## config.mk

```make
export PLATFORM = sky130hd
export DESIGN_NAME = axi_vga_pixel_unpacker
export DESIGN_NICKNAME = d
export VERILOG_FILES = /design/src/rtl/axi_vga_pkg.sv /design/src/rtl/axi_vga_palette.sv /design/src/rtl/axi_vga_pixel_unpacker.sv
export SDC_FILE = /design/constraint.sdc
export NUM_CORES = 1
export LEC_CHECK = 0
export ABC_AREA = 1
export BUFFER_PORTS_ARGS = -buffer_cell sky130_fd_sc_hd__buf_4
export CAP_MARGIN = 20
export CORE_UTILIZATION = 30
export DETAILED_ROUTE_END_ITERATION = 10
export GPL_TIMING_DRIVEN = 0
export PLACE_DENSITY = 0.47
export RECOVER_POWER = 25
export SYNTH_ARGS = -nofsm -noshare
export SYNTH_HDL_FRONTEND = slang
export SYNTH_HIERARCHICAL = 1
export SYNTH_SLANG_ARGS = --single-unit
```

## constraint.sdc

```tcl
create_clock -name clk_i -period 6.1 [get_ports clk_i]
set_input_delay 0 -clock clk_i [delete_from_list [all_inputs] [get_ports clk_i]]
set_output_delay 0 -clock clk_i [all_outputs]
set_load 0.01 [all_outputs]
```

## src/rtl/axi_vga_pkg.sv

```systemverilog
// Shared types and helpers for the VGA pixel path: pixel formats, bits per pixel
// and colour-field widening/narrowing.
package axi_vga_pkg;

  typedef enum logic [1:0] {
    PixRgb565   = 2'd0,
    PixXrgb8888 = 2'd1,
    PixRgb332   = 2'd2,
    PixPal4     = 2'd3
  } pix_mode_e;

  function automatic int bpp(pix_mode_e mode);
    case (mode)
      PixRgb565:   return 16;
      PixXrgb8888: return 32;
      PixRgb332:   return 8;
      default:     return 4;
    endcase
  endfunction

  // Result is right-aligned in the low dst_w bits. Narrowing keeps the field MSBs;
  // widening repeats the field from its MSB downwards until dst_w bits are filled.
  function automatic logic [7:0] expand(logic [7:0] field, int src_w, int dst_w);
    logic [7:0] res;
    res = '0;
    for (int i = 0; i < 8; i++) begin
      if (i < dst_w) res[3'(dst_w - 1 - i)] = field[3'(src_w - 1 - (i % src_w))];
    end
    return res;
  endfunction

endpackage

```

## src/rtl/axi_vga_palette.sv

```systemverilog
// 16-entry x 24-bit colour palette: one write port, one combinational read port.
// A read in the same cycle as a write to that entry returns the previous contents.
module axi_vga_palette (
  input  logic        clk,
  input  logic        rst,
  input  logic        we,
  input  logic [3:0]  waddr,
  input  logic [23:0] wdata,
  input  logic [3:0]  raddr,
  output logic [23:0] rdata
);

  logic [23:0] mem_q [16];

  always_ff @(posedge clk) begin
    if (rst) begin
      for (int e = 0; e < 16; e++) mem_q[e] <= '0;
    end else if (we) begin
      mem_q[waddr] <= wdata;
    end
  end

  assign rdata = mem_q[raddr];

endmodule

```

## src/rtl/axi_vga_pixel_unpacker.sv

```systemverilog
// Unpacks framebuffer words into one pixel per cycle in RGB565, XRGB8888, RGB332
// or 4bpp-palette format, LSB pixel first, for the VGA timing stage.
module axi_vga_pixel_unpacker
  import axi_vga_pkg::*;
#(
  parameter int DataWidth  = 64,
  parameter int RedWidth   = 8,
  parameter int GreenWidth = 8,
  parameter int BlueWidth  = 8
) (
  input  logic                  clk_i,
  input  logic                  rst_i,
  input  logic [1:0]            mode_i,
  input  logic                  flush_i,
  input  logic [DataWidth-1:0]  word_i,
  input  logic                  word_last_i,
  input  logic                  word_valid_i,
  output logic                  word_ready_o,
  input  logic                  pal_we_i,
  input  logic [3:0]            pal_addr_i,
  input  logic [23:0]           pal_data_i,
  output logic [RedWidth-1:0]   red_o,
  output logic [GreenWidth-1:0] green_o,
  output logic [BlueWidth-1:0]  blue_o,
  output logic                  last_o,
  output logic                  valid_o,
  input  logic                  ready_i
);

  localparam int IdxW = $clog2(DataWidth / 4) + 1;

  logic [DataWidth-1:0] word_q;
  logic                 last_q;
  logic                 full_q;
  logic                 frame_start_q;
  logic [IdxW-1:0]      idx_q;
  pix_mode_e            mode_q;

  logic [IdxW-1:0] idx_last;
  logic            at_end;
  logic            pix_fire;
  logic            word_fire;
  int              shamt;
  logic [23:0]     pix_bits;
  logic [23:0]     pal_rgb;
  logic [7:0]      red8;
  logic [7:0]      green8;
  logic [7:0]      blue8;

  // Both streams use valid/ready: a transfer happens on a rising clk_i edge where
  // valid and ready are both high; a raised valid and its payload hold until then.
  always_comb begin
    idx_last = IdxW'(DataWidth / bpp(mode_q) - 1);
  end

  assign at_end       = (idx_q == idx_last);
  assign pix_fire     = full_q && ready_i;
  assign word_ready_o = !flush_i && (!full_q || (ready_i && at_end));
  assign word_fire    = word_valid_i && word_ready_o;
  assign valid_o      = full_q;
  assign last_o       = last_q && at_end;

  always_ff @(posedge clk_i) begin
    if (rst_i) begin
      word_q        <= '0;
      last_q        <= 1'b0;
      full_q        <= 1'b0;
      frame_start_q <= 1'b1;
      idx_q         <= '0;
      mode_q        <= PixRgb565;
    end else if (flush_i) begin
      full_q        <= 1'b0;
      idx_q         <= '0;
      frame_start_q <= 1'b1;
    end else if (word_fire) begin
      // Accepting while full only happens on the final pixel, so nothing is lost.
      word_q        <= word_i;
      last_q        <= word_last_i;
      full_q        <= 1'b1;
      idx_q         <= '0;
      frame_start_q <= word_last_i;
      if (frame_start_q) mode_q <= pix_mode_e'(mode_i);
    end else if (pix_fire) begin
      if (at_end) begin
        full_q <= 1'b0;
        idx_q  <= '0;
      end else begin
        idx_q <= idx_q + 1'b1;
      end
    end
  end

  always_comb begin
    shamt    = int'(idx_q) * bpp(mode_q);
    pix_bits = 24'(word_q >> shamt);
    red8     = '0;
    green8   = '0;
    blue8    = '0;
    case (mode_q)
      PixRgb565: begin
        red8   = expand({3'b0, pix_bits[15:11]}, 5, RedWidth);
        green8 = expand({2'b0, pix_bits[10:5]},  6, GreenWidth);
        blue8  = expand({3'b0, pix_bits[4:0]},   5, BlueWidth);
      end
      PixXrgb8888: begin
        red8   = expand(pix_bits[23:16], 8, RedWidth);
        green8 = expand(pix_bits[15:8],  8, GreenWidth);
        blue8  = expand(pix_bits[7:0],   8, BlueWidth);
      end
      PixRgb332: begin
        red8   = expand({5'b0, pix_bits[7:5]}, 3, RedWidth);
        green8 = expand({5'b0, pix_bits[4:2]}, 3, GreenWidth);
        blue8  = expand({6'b0, pix_bits[1:0]}, 2, BlueWidth);
      end
      default: begin
        red8   = expand(pal_rgb[23:16], 8, RedWidth);
        green8 = expand(pal_rgb[15:8],  8, GreenWidth);
        blue8  = expand(pal_rgb[7:0],   8, BlueWidth);
      end
    endcase
  end

  assign red_o   = red8[RedWidth-1:0];
  assign green_o = green8[GreenWidth-1:0];
  assign blue_o  = blue8[BlueWidth-1:0];

  axi_vga_palette u_palette (
    .clk   (clk_i),
    .rst   (rst_i),
    .we    (pal_we_i),
    .waddr (pal_addr_i),
    .wdata (pal_data_i),
    .raddr (pix_bits[3:0]),
    .rdata (pal_rgb)
  );

endmodule
```

==> reports/qor.csv <==
metric,value,unit
coreArea,54000,um2
die_x,236,um
root_buffer,clkbuf_16,
grt_pass1_wl,104000,um
critPathRequiredTime,6.10,ns
period_share,0.980,
hpwlAfterDp,52700,um
combPwrFrac,0.158,
clkTransAtPathRegs,0.05,ns
slew_violations,0,
synth_cells,2205,
p_sw,1350,uW
final_core_util,0.402,
clock_latency,0.55,ns
nets,2641,
dieArea,55900,um2
cp-start-kind,flop,
grt_pass1_vias,16300,
syn_area_per_cell,7.48,um2
power_density,223,nW/um2
portBuffers,103,
drtPass1Iterations,6,
cts_sinks,266,
synthesis.area,16500,um2
final_area,21700,um2
drt_wl_total,70300,um
critPathMaxFanout,7,
grt.total_usage,0.251,
use_met1,0.319,
leakagePower,0.00958,uW
grt_max_degree,14,
ys_warn_count,6,
critPathKind,flop to output pin,
antennaDiodeCount,0,
num_vias,16300,
p_sw_frac,0.279,
wl_per_cell,21.8,um
final_cell_mix,"nand2_1, nand3_1, nor2_1, inv_1, edfxtp_1",
drive_gt1_frac,0.217,
cp_common_cell,buf_4,
clk_path_buf_depth,3,
outcome,finished clean,
cts_made_buffers,34,
arrival,5.98,ns
num_rows,85,
pwr-share-clk,0.412,
cts_tree,done,
slew_headroom,0.317,
worstMarginPinSlew,1.02,ns
fmax,167,MHz
p_int,3490,uW
hold_path.class,primary input to flop,
use_met3,0.0289,
syn_to_final_growth,31.6,%
gp_congestion,0.976,
via_per_inst,5.07,
max_cap_violations,0,
cp_slowest_cell,fa_1,
num_io_pins,128,
use_met2,0.431,
hold_viol,0,
seqPwrFrac,0.430,
drc,0,
ant_nets,0,
ir_worst_vdd,0.217,mV
final_common_cell,nand2_1,
grt-busiest-layer,met2,
finalCriticalPeriod,5.98,ns
cpPeakStageDelay,0.52,ns
setup_tns,0,ns
drt_iter0_drc,1372,
finalSetupViolations,0,
antenna_found_initial,1,
worstSetupEndpointType,output pin,
clock_skew,0.0144,ns
place_area,18200,um2
die_h,236,um
grt_remaining_overflow,0,
cts.htree.levels,2,
start_util,0.305,
[worst max-delay path: cells and delay by family, from the launching register on]
kind | cells | cell delay (ns)
simple gates | 12 | 0.98
buf+inv | 20 | 2.29
fa+ha+maj | 6 | 1.78
flops | 1 | 0.36
[path summary, 6_finish.rpt]
| path | from | to | slack (ns) | depth (start not counted) |
|---|---|---|---|---|
| worst max-delay path | mode_q[0]$_SDFFE_PP0P_ | red_o[0] | 0.12 | 38 |
| worst max register to register | mode_q[1]$_SDFFE_PP0P_ | frame_start_q$_SDFFE_PP1P_ | 2.79 | 19 |
| worst min register to register | word_q[56]$_SDFFE_PP0P_ | word_q[56]$_SDFFE_PP0P_ | 0.47 | 2 |
| worst min-delay path | word_valid_i | word_q[4]$_SDFFE_PP0P_ | 0.04 | 4 |
[power by group through the flow]
stage	clock (uW)	combinational (uW)	sequential (uW)
global route	2120	824	2090
detailed placement	0	632	2120
CTS	2060	736	2080
floorplan	0	364	2090
finish	2000	768	2080
global placement	0	629	2120
[area by class of cell]
class                           instances  area (um2)
Clock inverter                         18         198
Inverter                              239         941
Clock buffer                           41         887
Fill cell                            5698       32300
Buffer                                219        1390
Timing Repair Buffer                  257        2250
Tap cell                              696         871
Sequential cell                       266        7250
Multi-Input combinational cell       1486        7910
[through the flow]
step	cells	hold slack, ns	worst slack (ns)	total power, uW
global route	3222	0.0787	-0.0445	5040
finish	3222	0.0419	0.124	4850
floorplan	2216	0.129	0.906	2460
global placement	3015	0.229	-1.19	2750
detailed placement	3015	0.237	-1.16	2750
CTS	3209	0.0227	0.000666	4870
[flip-flops by register name, summed over array words and instances, names as in the netlist]
register,count
u_palette/mem_q,192
word_q,64
idx_q,5
valid_o,1
frame_start_q,1
last_q,1
mode_q,2
[routing by layer]
| layer | wire length (um) | vias up |
|---|---|---|
| li1 | - | 7676 |
| met3 | 3440 | 160 |
| met4 | 3120 | 2 |
| met5 | 13 | - |
| met2 | 33700 | 517 |
| met1 | 30000 | 7974 |
[what timing repair did]
item                       CTS  global route
buffers inserted            30            17
hold endpoints to repair   144             0
gates cloned                 2             1
resized for setup          197           155
pin swaps                   25            54
hold buffers               105             0
setup endpoints to repair   12            12
(Power assumes the default switching activity.)
